--- src/rtl/cube_pkg.sv ---
// ============================================================================
//  Module      : cube_pkg
//  Description : Shared constants for the 8x8x8 LED cube frame scheduler:
//                cube geometry, vector widths and the step-handshake state
//                encoding.
//  Revision    : 1.0 - initial release
// ============================================================================
`default_nettype none

package cube_pkg;

    localparam int CUBE_N      = 8;
    localparam int CELL_BITS   = CUBE_N * CUBE_N * CUBE_N;   // 512
    localparam int LAYER_BITS  = CUBE_N * CUBE_N;            // 64
    localparam int LAYER_SEL_W = $clog2(CUBE_N);             // 3

    // Step handshake FSM encoding
    localparam logic [1:0] ST_IDLE = 2'd0;
    localparam logic [1:0] ST_REQ  = 2'd1;
    localparam logic [1:0] ST_DONE = 2'd2;

endpackage

`default_nettype wire

--- src/rtl/cube_scan_timer.sv ---
// ============================================================================
//  Module      : cube_scan_timer
//  Description : Layer scan timebase. Steps through the cube one layer per
//                LAYER_CYCLES slot, blanking the drive for the first
//                BLANK_CYCLES of each slot.
//  Ports       : clk, rst_n       - clock, async active-low reset
//                layer_sel        - registered current layer
//                layer_nxt        - value layer_sel takes at the next edge
//                layer_en         - drive enable (low during blanking)
//                frame_start      - pulse on first cycle of layer 0
//                frame_tick       - high in the last cycle of a frame, so the
//                                   next edge is the frame boundary
//  Revision    : 1.0 - initial release
// ============================================================================
`default_nettype none

module cube_scan_timer
    import cube_pkg::*;
#(
    parameter int LAYER_CYCLES = 6250,
    parameter int BLANK_CYCLES = 64
) (
    input  logic                   clk,
    input  logic                   rst_n,
    output logic [LAYER_SEL_W-1:0] layer_sel,
    output logic [LAYER_SEL_W-1:0] layer_nxt,
    output logic                   layer_en,
    output logic                   frame_start,
    output logic                   frame_tick
);

    localparam int SLOT_W = (LAYER_CYCLES > 1) ? $clog2(LAYER_CYCLES) : 1;
    localparam logic [SLOT_W-1:0]      SLOT_LAST  = SLOT_W'(LAYER_CYCLES - 1);
    localparam logic [SLOT_W-1:0]      BLANK_END  = SLOT_W'(BLANK_CYCLES);
    localparam logic [LAYER_SEL_W-1:0] LAYER_LAST = LAYER_SEL_W'(CUBE_N - 1);

    logic [SLOT_W-1:0] slot_cnt;
    logic              slot_wrap;

    assign slot_wrap  = (slot_cnt == SLOT_LAST);
    assign frame_tick = slot_wrap && (layer_sel == LAYER_LAST);
    // CUBE_N is a power of two, so the increment wraps 7 -> 0 on its own.
    assign layer_nxt  = slot_wrap ? layer_sel + LAYER_SEL_W'(1) : layer_sel;
    assign layer_en   = (slot_cnt >= BLANK_END);

    always_ff @(posedge clk or negedge rst_n) begin
        if (!rst_n) begin
            slot_cnt    <= '0;
            layer_sel   <= '0;
            frame_start <= 1'b0;
        end else begin
            slot_cnt    <= slot_wrap ? '0 : slot_cnt + SLOT_W'(1);
            layer_sel   <= layer_nxt;
            frame_start <= frame_tick;
        end
    end

endmodule

`default_nettype wire

--- src/rtl/cube_frame_sched.sv ---
// ============================================================================
//  Module      : cube_frame_sched
//  Description : Scheduler between the Life simulator and the cube drive
//                path. Owns the frame buffer, scans it out layer by layer,
//                paces simulator generations through a req/ack handshake
//                and only snapshots the simulator state at frame boundaries
//                while the simulator is idle (no torn generations).
//  Ports       : Clk, Reset(active-low async)
//                Run, StepBtn, SpeedSel  - pacing controls
//                StepReq / StepAck       - simulator handshake
//                CellsIn                 - live simulator state (z*64+y*8+x)
//                LayerSel, LayerData,
//                LayerEn, FrameStart     - cube drive interface
//                GenCount                - completed generations (wraps)
//  Revision    : 1.0 - initial release
// ============================================================================
`default_nettype none

module cube_frame_sched
    import cube_pkg::*;
#(
    parameter int LAYER_CYCLES = 6250,
    parameter int BLANK_CYCLES = 64,
    parameter int BASE_FRAMES  = 125,
    parameter int GEN_W        = 16
) (
    input  logic                   Clk,
    input  logic                   Reset,
    input  logic                   Run,
    input  logic                   StepBtn,
    input  logic [1:0]             SpeedSel,
    input  logic                   StepAck,
    input  logic [CELL_BITS-1:0]   CellsIn,
    output logic                   StepReq,
    output logic [LAYER_SEL_W-1:0] LayerSel,
    output logic [LAYER_BITS-1:0]  LayerData,
    output logic                   LayerEn,
    output logic                   FrameStart,
    output logic [GEN_W-1:0]       GenCount
);

    // Large enough to hold BASE_FRAMES << 3 without wrapping.
    localparam int FC_W = $clog2(BASE_FRAMES * 8 + 1);

    logic [LAYER_SEL_W-1:0] layer_nxt;
    logic                   frame_tick;
    logic [1:0]             state;
    logic                   pend;
    logic [FC_W-1:0]        frame_cnt;
    logic [FC_W-1:0]        frame_last;
    logic                   run_fire;
    logic                   snap;
    logic [CELL_BITS-1:0]   frame;
    logic [CELL_BITS-1:0]   frame_nxt;

    cube_scan_timer #(
        .LAYER_CYCLES (LAYER_CYCLES),
        .BLANK_CYCLES (BLANK_CYCLES)
    ) u_scan (
        .clk         (Clk),
        .rst_n       (Reset),
        .layer_sel   (LayerSel),
        .layer_nxt   (layer_nxt),
        .layer_en    (LayerEn),
        .frame_start (FrameStart),
        .frame_tick  (frame_tick)
    );

    // SpeedSel is sampled live, so a change applies at the next compare.
    assign frame_last = (FC_W'(BASE_FRAMES) << SpeedSel) - FC_W'(1);
    assign run_fire   = Run && frame_tick && (frame_cnt == frame_last);

    // StepAck high in IDLE means the sim may still be writing; skip the copy.
    assign snap      = frame_tick && (state == ST_IDLE) && !StepAck;
    assign frame_nxt = snap ? CellsIn : frame;

    // Frame buffer and scan-out. LayerData is registered from the next-state
    // frame/layer so it moves on the same edge as LayerSel, including the
    // boundary edge where a fresh snapshot is taken.
    always_ff @(posedge Clk or negedge Reset) begin
        if (!Reset) begin
            frame     <= '0;
            LayerData <= '0;
        end else begin
            frame     <= frame_nxt;
            LayerData <= frame_nxt[layer_nxt*LAYER_BITS +: LAYER_BITS];
        end
    end

    // RUN pacing counter: counts frame boundaries while Run is high. It
    // clears on a fire even when the fire is dropped because a step is busy.
    always_ff @(posedge Clk or negedge Reset) begin
        if (!Reset) begin
            frame_cnt <= '0;
        end else if (!Run) begin
            frame_cnt <= '0;
        end else if (frame_tick) begin
            frame_cnt <= (frame_cnt == frame_last) ? '0 : frame_cnt + FC_W'(1);
        end
    end

    // Step handshake. A StepBtn seen while busy is remembered once (pend);
    // RUN fires while busy are simply lost.
    always_ff @(posedge Clk or negedge Reset) begin
        if (!Reset) begin
            state    <= ST_IDLE;
            StepReq  <= 1'b0;
            pend     <= 1'b0;
            GenCount <= '0;
        end else begin
            case (state)
                ST_IDLE: begin
                    if (StepBtn || run_fire || pend) begin
                        state   <= ST_REQ;
                        StepReq <= 1'b1;
                        pend    <= 1'b0;
                    end
                end
                ST_REQ: begin
                    if (StepBtn) begin
                        pend <= 1'b1;
                    end
                    if (StepAck) begin
                        state    <= ST_DONE;
                        StepReq  <= 1'b0;
                        GenCount <= GenCount + GEN_W'(1);
                    end
                end
                ST_DONE: begin
                    if (StepBtn) begin
                        pend <= 1'b1;
                    end
                    if (!StepAck) begin
                        state <= ST_IDLE;
                    end
                end
                default: begin
                    state   <= ST_IDLE;
                    StepReq <= 1'b0;
                end
            endcase
        end
    end

endmodule

`default_nettype wire

--- config.mk ---
export PLATFORM = sky130hd
export DESIGN_NAME = cube_frame_sched
export DESIGN_NICKNAME = d
export VERILOG_FILES = /design/src/rtl/cube_pkg.sv /design/src/rtl/cube_scan_timer.sv /design/src/rtl/cube_frame_sched.sv
export SDC_FILE = /design/constraint.sdc
export NUM_CORES = 2
export LEC_CHECK = 0
export CORE_MARGIN = 5
export CORE_UTILIZATION = 56
export CTS_CLUSTER_DIAMETER = 120
export DETAILED_ROUTE_END_ITERATION = 6
export PLACE_DENSITY = 0.95
export SKIP_LAST_GASP = 1
export SLEW_MARGIN = 40
export SYNTH_ARGS = -nofsm -noshare
export SYNTH_HDL_FRONTEND = slang
export SYNTH_HIERARCHICAL = 1
export SYNTH_SLANG_ARGS = --single-unit
--- constraint.sdc ---
create_clock -name Clk -period 5.74 [get_ports Clk]
set_clock_uncertainty 0.2 [all_clocks]
set_input_delay 0.574 -clock Clk [delete_from_list [all_inputs] [get_ports Clk]]
set_output_delay 0.574 -clock Clk [all_outputs]
set_load 0.03 [all_outputs]
# [Word level (Yosys, flattened, before mapping)]
# Cells that the tools add are included.
[totals] register_bits=623 input_bits=519 out_inout_bits=86 elab_cells=60
[classes] n_addsub=5 magnitude_cmp=1 eq_ne=10 shift=2 mux=16 bitwise_logic=1 n_reduce_logical=15
[op_table] operator="2-to-1 mux 512 bit" n=1
[op_table] operator="indexed part select 512 x 10 -> 64 bit" n=1
[op_table] operator="2-to-1 mux 10 bit" n=3
[op_table] operator="adder 16 x 1 -> 16 bit (second input constant)" n=1
[op_table] operator="adder 13 x 1 -> 13 bit (second input constant)" n=1
[op_table] operator="== test 13 bit (second input constant)" n=1
[op_table] operator="greater-or-equal comparator 13 x 7 -> 1 bit (second input constant)" n=1
[op_table] operator="2-to-1 mux 13 bit" n=1
[op_table] operator="adder 10 x 1 -> 10 bit (second input constant)" n=1
[op_table] operator="== test 10 bit" n=1
[op_table] operator="<< shifter 7 x 2 -> 10 bit (first input constant)" n=1
[op_table] operator="subtractor 10 x 2 -> 10 bit (second input constant)" n=1
[op_table] operator="AND reduction 3 bit" n=3
[op_table] operator="2-to-1 mux 2 bit" n=3
[op_table] operator="inequality test 2 x 1 -> 1 bit (second input constant)" n=3
[op_table] operator="one-hot mux 2 bit (3 select lines)" n=1
[op_table] operator="logical AND 1 bit" n=5
[op_table] operator="2-to-1 mux 1 bit" n=4
[op_table] operator="inequality test 2 bit (second input constant)" n=2
[op_table] operator="adder 3 x 1 -> 3 bit (second input constant)" n=1
[op_table] operator="== test 3 bit (second input constant)" n=1
[op_table] operator="2-to-1 mux 3 bit" n=1
[op_table] operator="one-hot mux 1 bit (3 select lines)" n=1
[op_table] operator="== test 2 x 1 -> 1 bit (second input constant)" n=1
[op_table] operator="other kinds (9)" n=10

# [Logic depth before layout (Yosys ltp)]
[logic_depth] word_depth=8 ltp_mapped=11 ltp_nobuf=8

# [Cells and area by module]
# The synthesis kept the hierarchy.
[by_module_without_submodules] module="cube_frame_sched" n_inst=1 cells_each=1866 area_each_um2=29607.1 seq_area_each_um2=15164.5
[by_module_without_submodules] module="cube_scan_timer" n_inst=1 cells_each=75 area_each_um2=835.8 seq_area_each_um2=425.4

# [Least setup slack after synthesis]
# No wires, ideal clock.
[synth_timing] path_type="register -> register" startpoint="register u_scan.slot_cnt[10]" endpoint="register LayerData[33]" setup_time_ns=0.124 arrival_ns=2.899 slack_ns=2.517 path_stages_with_launch=10 period_less_slack_ns=3.223 path_cell_list="dfrtp_1 -> or4_4 -> nor3_2 -> buf_6 -> xor2_1 -> buf_1 -> buf_1 -> mux4_2 -> a22oi_1 -> nand2_1"
[synth_between] word_cells_on_any_way=7
[synth_rtl] item="from (decl)" line_no="cube_scan_timer.sv:37" source="logic [SLOT_W-1:0] slot_cnt;"
[synth_rtl] item="from (signal assigned)" line_no="cube_scan_timer.sv:52" source="slot_cnt <= slot_wrap ? '0 : slot_cnt + SLOT_W'(1);"
[synth_rtl] item="== test 13 bit" line_no="cube_scan_timer.sv:40" source="assign slot_wrap = (slot_cnt == SLOT_LAST);"
[synth_rtl] item="2-to-1 mux 3 bit" line_no="cube_scan_timer.sv:43" source="assign layer_nxt = slot_wrap ? layer_sel + LAYER_SEL_W'(1) : layer_sel;"
[synth_rtl] item="named net layer_nxt[0]" line_no="cube_frame_sched.sv:45" source="logic [LAYER_SEL_W-1:0] layer_nxt;"
[synth_rtl] item="indexed part select 512 x 10 -> 64 bit" line_no="cube_frame_sched.sv:86" source="LayerData <= frame_nxt[layer_nxt*LAYER_BITS +: LAYER_BITS];"
[synth_rtl] item="to (signal assigned)" line_no="cube_frame_sched.sv:86"
[synth_rtl] item="to (decl)" line_no="cube_frame_sched.sv:36" source="output logic [LAYER_BITS-1:0] LayerData,"
# The timed path passes the listed nets, and every way through them passes these cells.
# A chain may end at the register's enable or synchronous reset.

# [Worst setup path after layout]
[layout_timing] startpoint="register u_scan.slot_cnt[10]" endpoint="register LayerData[4]"
[layout_between] elab_chain_len=6 word_cells_on_any_way=7
[layout_rtl] item="== test 13 bit" line_no="cube_scan_timer.sv:40"
[layout_rtl] item="logical AND 1 bit" line_no="cube_scan_timer.sv:41" source="assign frame_tick = slot_wrap && (layer_sel == LAYER_LAST);"
[layout_rtl] item="named net frame_tick" line_no="cube_frame_sched.sv:46" source="logic frame_tick;"
[layout_rtl] item="logical AND 1 bit (2 in a row)" line_no="cube_frame_sched.sv:74" source="assign snap = frame_tick && (state == ST_IDLE) && !StepAck;"
[layout_rtl] item="2-to-1 mux 512 bit" line_no="cube_frame_sched.sv:75" source="assign frame_nxt = snap ? CellsIn : frame;"
[layout_rtl] item="indexed part select 512 x 10 -> 64 bit" line_no="cube_frame_sched.sv:86"
# The timed path passes the listed nets, and every way through them passes these cells.

==> flow_summary.ini <==
[outcome]
status = finished clean

[cells_and_area]
layout_commonest_cell = dfrtp_1
drive_gt1_share_pct = 36.7
postLayoutCoreUtil_pct = 74.1
stdcell_count = 3295
synthToLayoutAreaGrowth_pct = 30.9
layout.cells.most_common_list = 623 x dfrtp_1, 603 x clkdlybuf4s50_1, 516 x mux2_2, 256 x mux4_2, 128 x a22oi_1
fill_cells = 2908
final_nets = 3048

[critical_path]
cp_slowest_cell = or4_4
cp_common_cell = buf_4
endpoint_kind = register
crit_start = u_scan/slot_cnt[10]
reg2reg_slack_ns = 1.66
cpPeakStageDelay_ns = 0.59
worst_ep_required_time_ns = 5.99
critPathMaxFanout = 40
worstSetupPathType = register to register
rr_endpoint = LayerData[4]
start_kind = register
crit_arrival_ns = 4.34
r2r_cells = 9
crit_chain = or4_4 > nor4_2 > buf_4 > nand3b_4 > buf_12 > buf_4 > mux4_2 > a22oi_1 > nand2_1
r2r_start = u_scan/slot_cnt[10]

[synth]
synthArstFlopShare_pct = 100
syn-num-nets = 2475
synth.distinct_cells = 48
ys_seq_area_share_pct = 51.2
syn-cell-area_sq_um = 30400
synthCells = 1941
ys_ff_latch = 623
synth_edf_count = 0
yosys_most_used_dff = dfrtp_1
yosys_warnings = 6
syn_area_per_cell_sq_um = 15.7
synth_area_leaders = dfrtp_1 51%, mux2_2 19%, mux4_2 19%
yosysTopAreaCell = dfrtp_1
yosysTopAreaCellShare_pct = 51.2

[cts]
clkSinkCount = 623
cts.path.max_buffers = 3
cts_tree = yes
htreeDepth = 3
cts_hold_buffers = 1
cts_root_buffer = clkbuf_16
clk_pin_slew_ns = 0.07
clkLatencyLatePin_ns = 0.60
cts_buffers = 67
postCtsSetupBuffers = 0
ctsResizeCount = 0

[floorplanning]
die_h_microns = 243
start_util_pct = 56.6
core-area_sq_um = 53800
io_pins = 605
fp-row-count = 85
dieArea_sq_um = 59100
die_w_microns = 243

[drt]
dr.pass1.iters = 7
num_vias = 21322
vias_per_cell = 6.47
drc = 0
wl_microns = 94900
wl_per_cell_microns = 28.8
drtAntennaViolNets = 0
drt_iter0_drc = 1685

[place]
hpwl_microns = 62400
placed_cells = 3135
port_buffers = 604
globalplace.congestion = 0.887

[hold_path]
hold_path_class = input pin to async pin

[flow_run]
drv_cap = 0

[power]
powerDensity_nw_per_um2 = 249
swShare_pct = 22.8
p_seq_share_pct = 45.0
intPower_mw = 7.67
max-vdd-ir-drop_v = 0.000232
p_comb_share_pct = 8.5
pwr-share-clk_pct = 46.5
power.total_mw = 9.93
power_switching_mw = 2.26
power_leakage_nw = 18.5

[grt]
track_usage_pct = 31.2
grt_pass1_vias = 23859
grt_max_degree = 169
antenna_found_initial = 36
grt_first_pass_wirelength_microns = 143000
overflow = 0

[timing]
final_hold_viol_count = 0
fmax_ghz = 0.245
period_needed_ns = 4.08
relSlewSlack_pct = 50.6
maxSlewViolCount = 0
tns_ns = 0
setup_viol_count_final = 0
tightest_slew_ns = 0.741
hold-worst-slack_ns = 0.226
rsz0062_at_grt = no
finalCritPeriodShare_pct = 71.1
==> sequential cells by signal, indices dropped and copies added (netlist names) <==
register,cells
LayerData,64
state,2
frame_cnt,10
u_scan/slot_cnt,13
pend,1
u_scan/layer_sel,3
u_scan/frame_start,1
frame,512
GenCount,16
StepReq,1
==> metrics by stage <==
step                cell area, sq um  setup WS [ns]
finish                         39900           1.66
global route                   39800           1.47
CTS                            39700           1.70
detailed placement             37300           1.86
global placement               37200           1.84
floorplan                      30400           2.52
==> critical path: cells and delay by family (launching register included) <==
| kind | cells | cell delay (ns) |
|---|---|---|
| AND/OR/NAND/NOR | 4 | 1.55 |
| buffers and inverters | 3 | 0.92 |
| AO/OA/AOI/OAI | 1 | 0.33 |
| multiplexers | 1 | 0.47 |
| flip-flops | 1 | 0.43 |
==> cell type report <==
cell class,instances,area (sq um),share of cell area (%)
well taps,696,871,2.18
flip-flops and latches,623,15600,39.1
repair buffers,654,6780,17.0
clock inverters,26,369,0.926
diodes,34,85.1,0.213
multi-input cells,1151,14100,35.5
inverters,17,63.8,0.160
clock buffers,94,1950,4.90
==> cells by family after synthesis <==
kind of cell	count (synthesis)	share of synthesized area, %
AOI/OAI and AO/OA	160	3.89
xor gates and xnor gates	27	0.777
adders and majority gates	15	0.616
buffers and inverters	167	2.52
DFF	623	51.2
muxes	774	38.1
and+or+nand+nor	175	2.89
==> synth_stat cells, types with 2 or more instances <==
cell      count
ha_1         15
nor3b_1       2
buf_2        79
or2_2         2
nor3_1        7
xnor2_1      15
o311ai_0      8
and3_1        5
o31a_1        2
mux4_2      256
nor4_1       12
o211ai_1      2
nand3_1      21
nand4_1      11
a22oi_1     128
o31ai_1       3
buf_6         2
nand2_1      84
mux2_2      516
nor2_1        9
inv_1        17
xor2_1       12
buf_4         7
dfrtp_1     623
or4_1         3
a21oi_1      12
buf_1         5
nor2b_1       3
nand4b_1      4
or3_1         2
clkbuf_1     57
==> worst max-delay path by stage <==
stage / to / slack (ns) / cells past startpoint
finish: LayerData[4] / 1.66 / 9
global route: LayerData[4] / 1.47 / 9
CTS: LayerData[4] / 1.70 / 9
detailed placement: LayerData[4] / 1.86 / 7
global placement: LayerData[12] / 1.84 / 7
floorplan: LayerData[33] / 2.52 / 9
==> metal layers <==
layer	global-route usage, %	up-vias	share of wire [%]
li1	-	8704	-
met1	35.7	10925	33
met2	52.1	1286	50
met3	9.47	397	9.3
met4	18.8	10	6.8
met5	0	-	0.079
==> power groups by stage <==
stage          Sequential, mW  Clock [mW]  Combinational (mW)
6_report                 4.47        4.62               0.842
5_1_grt                  4.47        4.84               0.896
4_1_cts                  4.47        4.65               0.834
3_5_place_dp             4.55           0               0.822
3_3_place_gp             4.54           0               0.790
2_1_floorplan            4.58           0               0.187
(Power assumes the default switching activity.)
